<file path="config.mk">
export PLATFORM = sky130hd
export DESIGN_NAME = countdown_sequencer
export DESIGN_NICKNAME = d
export VERILOG_FILES = /design/src/rtl/timer_pkg.sv /design/src/rtl/countdown_sequencer_tick_prescaler.sv /design/src/rtl/countdown_sequencer.sv
export SDC_FILE = /design/constraint.sdc
export NUM_CORES = 1
export LEC_CHECK = 0
export CORE_MARGIN = 3
export CORE_UTILIZATION = 50
export CTS_CLUSTER_SIZE = 10
export DETAILED_ROUTE_END_ITERATION = 10
export PLACE_DENSITY = 0.82
export SKIP_LAST_GASP = 1
export SYNTH_ARGS = -nofsm -noshare
export SYNTH_HDL_FRONTEND = slang
export SYNTH_HIERARCHICAL = 1
export SYNTH_SLANG_ARGS = --single-unit
</file>
<file path="constraint.sdc">
create_clock -name clock -period 2.1 [get_ports clock]
set_input_delay 0.21 -clock clock [delete_from_list [all_inputs] [get_ports clock]]
set_output_delay 0.21 -clock clock [all_outputs]
set_load 0.01 [all_outputs]
</file>
<file path="src/rtl/timer_pkg.sv">
// Shared encodings, limits and a clamp helper for the countdown timer datapath.
package timer_pkg;

  localparam int TIME_W = 7;

  localparam logic [TIME_W-1:0] MAX_HORA   = 7'd23;
  localparam logic [TIME_W-1:0] MAX_MINSEC = 7'd59;

  typedef enum logic [1:0] {
    ST_IDLE  = 2'd0,
    ST_RUN   = 2'd1,
    ST_PAUSE = 2'd2,
    ST_DONE  = 2'd3
  } state_t;

  function automatic logic [TIME_W-1:0] clamp_time(input logic [TIME_W-1:0] val,
                                                   input logic [TIME_W-1:0] max_val);
    return (val > max_val) ? max_val : val;
  endfunction

endpackage

</file>
<file path="src/rtl/countdown_sequencer_tick_prescaler.sv">
// Free-running divider: one-cycle tick every TICK_COUNT enabled cycles; holds while disabled.
module tick_prescaler #(
  parameter int TICK_COUNT = 100_000_000
) (
  input  logic clock,
  input  logic reset,
  input  logic enable,
  input  logic clear,
  output logic tick
);

  localparam int CNT_W = (TICK_COUNT > 1) ? $clog2(TICK_COUNT) : 1;
  localparam logic [CNT_W-1:0] LAST = CNT_W'(TICK_COUNT - 1);

  logic [CNT_W-1:0] cnt_r;

  assign tick = enable && !clear && (cnt_r == LAST);

  // Cycle counter: clear wins, otherwise counts while enabled and wraps on the tick.
  always_ff @(posedge clock or negedge reset) begin
    if (!reset) begin
      cnt_r <= CNT_W'(0);
    end else if (clear) begin
      cnt_r <= CNT_W'(0);
    end else if (enable) begin
      if (cnt_r == LAST) begin
        cnt_r <= CNT_W'(0);
      end else begin
        cnt_r <= cnt_r + CNT_W'(1);
      end
    end else begin
      cnt_r <= cnt_r;
    end
  end

endmodule

</file>
<file path="src/rtl/countdown_sequencer.sv">
// Run/pause/done sequencer for an HH:MM:SS countdown.
// Define COUNTDOWN_ALARM_BLINK_EN to blink alarm in DONE instead of holding it steady.
module countdown_sequencer
  import timer_pkg::*;
#(
  parameter int TICK_COUNT = 100_000_000
) (
  input  logic              clock,
  input  logic              reset,
  input  logic              start,
  input  logic              load,
  input  logic [TIME_W-1:0] hora_in,
  input  logic [TIME_W-1:0] min_in,
  input  logic [TIME_W-1:0] sec_in,
  output logic [TIME_W-1:0] hora_left,
  output logic [TIME_W-1:0] min_left,
  output logic [TIME_W-1:0] sec_left,
  output logic [1:0]        state,
  output logic              running,
  output logic              done,
  output logic              alarm
);

  state_t            state_r, state_nxt_s;
  logic [TIME_W-1:0] hora_r, min_r, sec_r;
  logic [TIME_W-1:0] hora_nxt_s, min_nxt_s, sec_nxt_s;
  logic [TIME_W-1:0] dec_hora_s, dec_min_s, dec_sec_s;
  logic              dec_zero_s, nonzero_s, tick_s, pre_clear_s, pre_enable_s;

  assign nonzero_s = (hora_r != 7'd0) || (min_r != 7'd0) || (sec_r != 7'd0);

  // Prescaler runs only in RUN, so PAUSE keeps the partial second.
  assign pre_enable_s = (state_r == ST_RUN);
  assign pre_clear_s  = (state_r == ST_IDLE) || (state_r == ST_DONE) ||
                        (load && (state_r == ST_PAUSE));

  tick_prescaler #(.TICK_COUNT(TICK_COUNT)) u_sec_tick (
    .clock  (clock),
    .reset  (reset),
    .enable (pre_enable_s),
    .clear  (pre_clear_s),
    .tick   (tick_s)
  );

  // One-second borrow chain: seconds, then minutes, then hours.
  always_comb begin
    dec_hora_s = hora_r;
    dec_min_s  = min_r;
    dec_sec_s  = sec_r;
    if (sec_r != 7'd0) begin
      dec_sec_s = sec_r - 7'd1;
    end else if (min_r != 7'd0) begin
      dec_sec_s = MAX_MINSEC;
      dec_min_s = min_r - 7'd1;
    end else if (hora_r != 7'd0) begin
      dec_sec_s  = MAX_MINSEC;
      dec_min_s  = MAX_MINSEC;
      dec_hora_s = hora_r - 7'd1;
    end else begin
      dec_sec_s = sec_r;
    end
    dec_zero_s = (dec_hora_s == 7'd0) && (dec_min_s == 7'd0) && (dec_sec_s == 7'd0);
  end

  // Next-state and time update; load beats start wherever it is accepted.
  always_comb begin
    state_nxt_s = state_r;
    hora_nxt_s  = hora_r;
    min_nxt_s   = min_r;
    sec_nxt_s   = sec_r;
    case (state_r)
      ST_IDLE, ST_PAUSE, ST_DONE: begin
        if (load) begin
          state_nxt_s = ST_IDLE;
          hora_nxt_s  = clamp_time(hora_in, MAX_HORA);
          min_nxt_s   = clamp_time(min_in, MAX_MINSEC);
          sec_nxt_s   = clamp_time(sec_in, MAX_MINSEC);
        end else if (start) begin
          if (state_r == ST_DONE) begin
            state_nxt_s = ST_IDLE;
          end else if (state_r == ST_PAUSE) begin
            state_nxt_s = ST_RUN;
          end else if (nonzero_s) begin
            state_nxt_s = ST_RUN;
          end else begin
            state_nxt_s = ST_IDLE;
          end
        end else begin
          state_nxt_s = state_r;
        end
      end
      ST_RUN: begin
        if (start) begin
          state_nxt_s = ST_PAUSE;
        end else if (tick_s) begin
          hora_nxt_s  = dec_hora_s;
          min_nxt_s   = dec_min_s;
          sec_nxt_s   = dec_sec_s;
          state_nxt_s = dec_zero_s ? ST_DONE : ST_RUN;
        end else begin
          state_nxt_s = ST_RUN;
        end
      end
      default: begin
        state_nxt_s = ST_IDLE;
      end
    endcase
  end

  // State and remaining-time registers.
  always_ff @(posedge clock or negedge reset) begin
    if (!reset) begin
      state_r <= ST_IDLE;
      hora_r  <= 7'd0;
      min_r   <= 7'd0;
      sec_r   <= 7'd0;
    end else begin
      state_r <= state_nxt_s;
      hora_r  <= hora_nxt_s;
      min_r   <= min_nxt_s;
      sec_r   <= sec_nxt_s;
    end
  end

  assign hora_left = hora_r;
  assign min_left  = min_r;
  assign sec_left  = sec_r;
  assign state     = state_r;
  assign running   = (state_r == ST_RUN);
  assign done      = (state_r == ST_DONE);

`ifdef COUNTDOWN_ALARM_BLINK_EN
  logic blink_tick_s, blink_clear_s, blink_enable_s, alarm_r;

  assign blink_enable_s = (state_r == ST_DONE);
  assign blink_clear_s  = (state_r != ST_DONE);

  tick_prescaler #(.TICK_COUNT(TICK_COUNT / 2)) u_blink_tick (
    .clock  (clock),
    .reset  (reset),
    .enable (blink_enable_s),
    .clear  (blink_clear_s),
    .tick   (blink_tick_s)
  );

  // Alarm rises on DONE entry, toggles on each half-period tick, drops on exit.
  always_ff @(posedge clock or negedge reset) begin
    if (!reset) begin
      alarm_r <= 1'b0;
    end else if (state_nxt_s != ST_DONE) begin
      alarm_r <= 1'b0;
    end else if (state_r != ST_DONE) begin
      alarm_r <= 1'b1;
    end else if (blink_tick_s) begin
      alarm_r <= ~alarm_r;
    end else begin
      alarm_r <= alarm_r;
    end
  end

  assign alarm = alarm_r;
`else
  assign alarm = (state_r == ST_DONE);
`endif

endmodule

</file>
* Word level (Yosys, flattened, before mapping)
Index checks and enable logic that the tools add are counted.
Storage, ports and cells: bits in registers 50, input port bits 25, output and inout bits 26, word-level logic and storage cells 76
Operators by class: $add $sub $neg 4, order comparisons 3, equality and inequality tests 8, multiplexer cells 36, reductions and logical operators 20
Operator list (number):
- $mux 7 | 21
- $mux 27 | 3
- $pmux 7 s2 | 3
- $add 27x1->27 const B | 1
- $eq 27x27->1 const B | 1
- $logic_not 7->1 | 3
- $reduce_bool 7->1 | 3
- $sub 7x1->7 const B | 3
- $gt 7x6->1 const B | 2
- $mux 2 | 5
- $gt 7x5->1 const B | 1
- $ne 2x2->1 const B | 3
- $logic_and 1x1->1 | 5
- $eq 2x2->1 const B | 2
- $logic_or 1x1->1 | 4
- $pmux 2 s2 | 1
- $mux 1 | 3
- $ne 3x3->1 const B | 1
- $reduce_and 3->1 | 1
- $reduce_or 3->1 | 1
- $eq 2x1->1 const B | 1
- $logic_not 2->1 | 1
- $reduce_bool 2->1 | 1
- $logic_not 1->1 | 1

* Depth between registers and ports, before layout
depth in word-level cells 11, depth in mapped cells 12, depth with buffers taken out 10

* Modules after synthesis
The synthesis kept the hierarchy.
By module, submodules not included:
- countdown_sequencer | instances 1, cells an instance 249, area an instance 2030.7 µm², sequential area each 575.6 µm²
- tick_prescaler | instances 1, cells an instance 177, area an instance 1585.3 µm², sequential area each 675.6 µm²

* Worst setup path after synthesis
No wires, ideal clock.
path kind reg2reg, start point register sec_r[0] (netlist: sec_left[0]), end point register state_r[1] (netlist: state[1]), library setup time 0.092 ns, arrival 2.247 ns, required time 2.008 ns, slack -0.239 ns, cell stages (with the launch flop) 9, buffers on the path 0, period minus slack after synthesis 2.339 ns, path through dfrtp_1 inv_1 ha_1 or3b_1 a211oi_2 and2_1 o221ai_1 or4_1 o31ai_2
On the way: word-level cells in the longest chain between the ends 9, elaborated cells between the ends (all ways) 16, those cells by class 1 x add/sub; 9 x mux; 6 x reduce/logical
RTL lines:
- start: declaration | RTL line countdown_sequencer.sv:25 | logic [TIME_W-1:0] hora_r, min_r, sec_r;
- start signal: assignment | RTL line countdown_sequencer.sv:121 | sec_r <= sec_nxt_s;
- branches (longest 4 deep; another with $sub 7x1->7)
- $logic_and 1x1->1 (*) | RTL line countdown_sequencer.sv:62 | dec_zero_s = (dec_hora_s == 7'd0) && (dec_min_s == 7'd0) && (dec_sec_s == 7'd0);
- $mux 2 (*) | RTL line countdown_sequencer.sv:99 | state_nxt_s = dec_zero_s ? ST_DONE : ST_RUN;
- $mux 2 (*) | RTL line countdown_sequencer.sv:95 | end else if (tick_s) begin
- $mux 2 (*) | RTL line countdown_sequencer.sv:93 | if (start) begin
- $pmux 2 s2 (*) | RTL line countdown_sequencer.sv:71 | case (state_r)
- end signal: assignment | RTL line countdown_sequencer.sv:118 | state_r <= state_nxt_s;
- end: declaration | RTL line countdown_sequencer.sv:24 | state_t state_r, state_nxt_s;
Mark *: on every way between the ends. A chain may end at the register's enable or synchronous reset.

* Worst setup path after layout
Ends and elaborated chain as after synthesis.

==> results.sh <==
export IMPL_finClkSkew_ns=0.0121
export IMPL_rows=30
export IMPL_synth_edf_count=0
export IMPL_finalCritPeriodShare_pct=117
export IMPL_max_freq_mhz=407
export IMPL_cts_buffers=5
export IMPL_multiInputGateArea_sq_um=2610
export IMPL_critPathMaxFanout=5
export IMPL_detail_route_first_pass_iterations=6
export IMPL_cp_cell_sequence="inv_2, ha_4, or3b_4, nor4_2, mux2i_1, and3_1, nand4_1, o31ai_2"
export IMPL_async_flop_share_pct=100
export IMPL_synth_flop_cell="dfrtp_1"
export IMPL_tightest_slew_ns=0.741
export IMPL_clk_path_buf_depth=2
export IMPL_total_power_w=0.00601
export IMPL_setup_worst_path_start_class="register"
export IMPL_grt_max_degree=50
export IMPL_grtUsageTotal_pct=32.3
export IMPL_postRouteAntennaNets=0
export IMPL_postLayoutCellArea_sq_um=5750
export IMPL_die_x_microns=91.0
export IMPL_syn_cell_area_sq_um=3620
export IMPL_routabilityCongestion=0.926
export IMPL_cp_top_family="simple AND/OR/NAND/NOR gates"
export IMPL_grt_pass1_vias=4539
export IMPL_post_synth_num_cell_types=70
export IMPL_ys_ff_latch=50
export IMPL_post_route_util_pct=83.2
export IMPL_finalCriticalPeriod_ns=2.46
export IMPL_wl_per_cell_microns=23.4
export IMPL_io_buffers=50
export IMPL_fin_setup_tns_ns=-4.82
export IMPL_rsz0062_at_grt="yes"
export IMPL_finalHoldViolCount=0
export IMPL_drive_gt1_share_pct=39.1
export IMPL_run_status="complete, but fails checks"
export IMPL_cts_htree_levels=2
export IMPL_setup_violations=39
export IMPL_synth_cells=426
export IMPL_post_dp_cell_area_sq_um=4920
export IMPL_syn_num_nets=461
export IMPL_die_h_microns=91.0
export IMPL_hp_class="in2async"
export IMPL_grt_pass1_wl_microns=21700
export IMPL_path_clk_slew_ns=0.10
export IMPL_worstSetupPathType="reg2reg"
export IMPL_leakage_nw=2.44
export IMPL_synth_area_per_cell_sq_um=8.49
export IMPL_max_slew_margin_pct=50.6
export IMPL_endpoint_kind="register"
export IMPL_cts_root_buf="clkbuf_8"
export IMPL_drt_iter0_drc=549
export IMPL_path_buf_inv=1
export IMPL_register_area_sq_um=1250
export IMPL_setup_ws_ns=-0.359
export IMPL_tritoncts="yes"
export IMPL_crit_required_ns=2.33
export IMPL_ir_drop_mv=0.488
export IMPL_drc_errors=0
export IMPL_cp_arrival_ns=2.69
export IMPL_place_hpwl_microns=8350
export IMPL_diodes=0
export IMPL_cts_sinks=50
export IMPL_nNetsFinal=615
export IMPL_globalRouteOverflowTotal=0
export IMPL_antenna_found_initial=0
export IMPL_violations="negative setup slack"
export IMPL_start_util_pct=52.4
export IMPL_p_per_area_nw_per_um2=1050
export IMPL_yosys_warnings=6
export IMPL_worst_path_largest_cell_delay_ns=0.45
export IMPL_die_area_sq_um=8290
export IMPL_wl_microns=15900
export IMPL_area_delta_synth_final_pct=59.0
export IMPL_timing_final_max_slew_violations=0
export IMPL_via_count=4770
export IMPL_cpMaxStageDelayCell="dfrtp_2"
export IMPL_routed_via_density=7.05
export IMPL_cap_violations=0
export IMPL_core_area_sq_um=6910
export IMPL_fillers=387
export IMPL_seq_area_frac_synth_pct=34.6
export IMPL_clk_latency_ns=0.31
export IMPL_top_level_ports=51
[cell type report]
cell class,count,share of cell area (%)
flip-flops and latches,50,21.8
multi-input cells,333,45.3
clock buffers,5,1.20
clock inverters,3,1.20
well taps,96,2.09
repair buffers,170,27.0
inverters,20,1.37
[worst paths after layout]
check	from	to	slack, ns	depth (start not counted)
max	sec_left[0]$_DFFE_PN0P_	state[1]$_DFFE_PN0P_	-0.36	8
min	reset	sec_left[2]$_DFFE_PN0P_	0.48	2
max reg2reg	sec_left[0]$_DFFE_PN0P_	state[1]$_DFFE_PN0P_	-0.36	8
min reg2reg	u_sec_tick/cnt_r[21]$_DFFE_PN0P_	u_sec_tick/cnt_r[21]$_DFFE_PN0P_	0.53	1
max in group asynchronous	reset	u_sec_tick/cnt_r[26]$_DFFE_PN0P_	0.93	3
min in group clock	u_sec_tick/cnt_r[21]$_DFFE_PN0P_	u_sec_tick/cnt_r[21]$_DFFE_PN0P_	0.53	1
[cells in the final DEF, fill, tap and decap left out, drive strengths merged, types with 4 or more instances in the layout]
master / synthesis / routed
a211oi: 8 / 8
a21o: 9 / 9
a21oi: 27 / 27
a22o: 4 / 4
a31oi: 23 / 23
a41oi: 9 / 9
and2: 4 / 4
and3: 5 / 5
buf: 13 / 118
clkbuf: 10 / 7
clkdlybuf4s50: 0 / 48
dfrtp: 50 / 50
ha: 10 / 10
inv: 19 / 19
mux2i: 4 / 4
nand2: 44 / 44
nand2b: 8 / 8
nand3: 18 / 18
nand4: 12 / 12
nor2: 29 / 29
nor2b: 4 / 4
nor3: 20 / 20
nor4: 12 / 12
o21ai: 22 / 22
o22ai: 4 / 4
o31ai: 5 / 5
or2: 4 / 4
or3: 6 / 6
[logic make-up after synthesis]
logic type      Yosys count  synth area share, %
flops                    50                 34.6
compound gates          137                 26.1
fa+ha+maj                10                 3.46
xor+xnor                  2                0.485
simple gates            179                 28.5
buf+inv                  43                 5.40
mux                       5                 1.42
[where the power goes]
group          internal (W)  switching [W]  leakage [nW]
logic               0.00177        0.00208          1.72
clock network      0.000478       0.000361        0.0683
registers           0.00113       0.000193         0.654
total               0.00338        0.00263          2.44
[state kept, by name (all words and copies together), names as in the netlist]
signal and count:
state 2, hora_left 7, u_sec_tick/cnt_r 27, min_left 7, sec_left 7
[cell usage after synthesis, types with 3 or more instances]
master | number | area [sq um]
o31ai_1 | 4 | 30.0
nor4_2 | 3 | 37.5
mux2i_1 | 4 | 40.0
o21ai_1 | 3 | 15.0
a211oi_1 | 7 | 52.6
inv_1 | 19 | 71.3
ha_1 | 10 | 125
nor2_1 | 29 | 109
a31oi_1 | 23 | 144
o22ai_1 | 4 | 25.0
clkbuf_1 | 10 | 37.5
nand4_1 | 9 | 56.3
a22o_1 | 4 | 35.0
nor2b_1 | 4 | 25.0
and3_1 | 5 | 31.3
nand2_1 | 44 | 165
or3_1 | 4 | 25.0
o21a_1 | 3 | 22.5
nand3_1 | 18 | 90.1
or2_2 | 4 | 25.0
o2bb2ai_1 | 3 | 26.3
and2_1 | 4 | 25.0
dfrtp_1 | 50 | 1250
o21ai_0 | 19 | 95.1
buf_2 | 6 | 30.0
a21o_1 | 8 | 60.1
buf_4 | 3 | 22.5
nand2b_1 | 8 | 50.1
nor3_1 | 18 | 90.1
a41oi_1 | 9 | 78.8
nor4_1 | 7 | 43.8
a32oi_1 | 3 | 26.3
a21oi_1 | 27 | 135
[per-stage QoR]
| stage | setup slack, ns | cells | hold slack (ns) |
|---|---|---|---|
| 6_report | -0.359 | 677 | 0.483 |
| 5_1_grt | -0.427 | 677 | 0.524 |
| 4_1_cts | -0.123 | 674 | 0.485 |
| 3_5_place_dp | -0.202 | 647 | 0.286 |
| 3_3_place_gp | -0.116 | 647 | 0.301 |
| 2_1_floorplan | -0.168 | 426 | -0.0856 |
[per-layer routing]
metal  routed length, microns  global-route usage, %
met4                     1250                   20.7
met1                     5370                   34.6
met5                        0                      0
met2                     7640                   57.5
met3                     1590                   6.30
[what timing repair did]
item / 4_1_cts / 5_1_grt
endpoints found under the setup margin: 27 / 39
hold buffers: 1 / 0
hold endpoints to repair: 27 / 0
gates resized for setup: 64 / 42
buffers inserted: 15 / 7
pin swaps: 24 / 29
cloned: 4 / 4
Power figures use the tool's default switching activity.
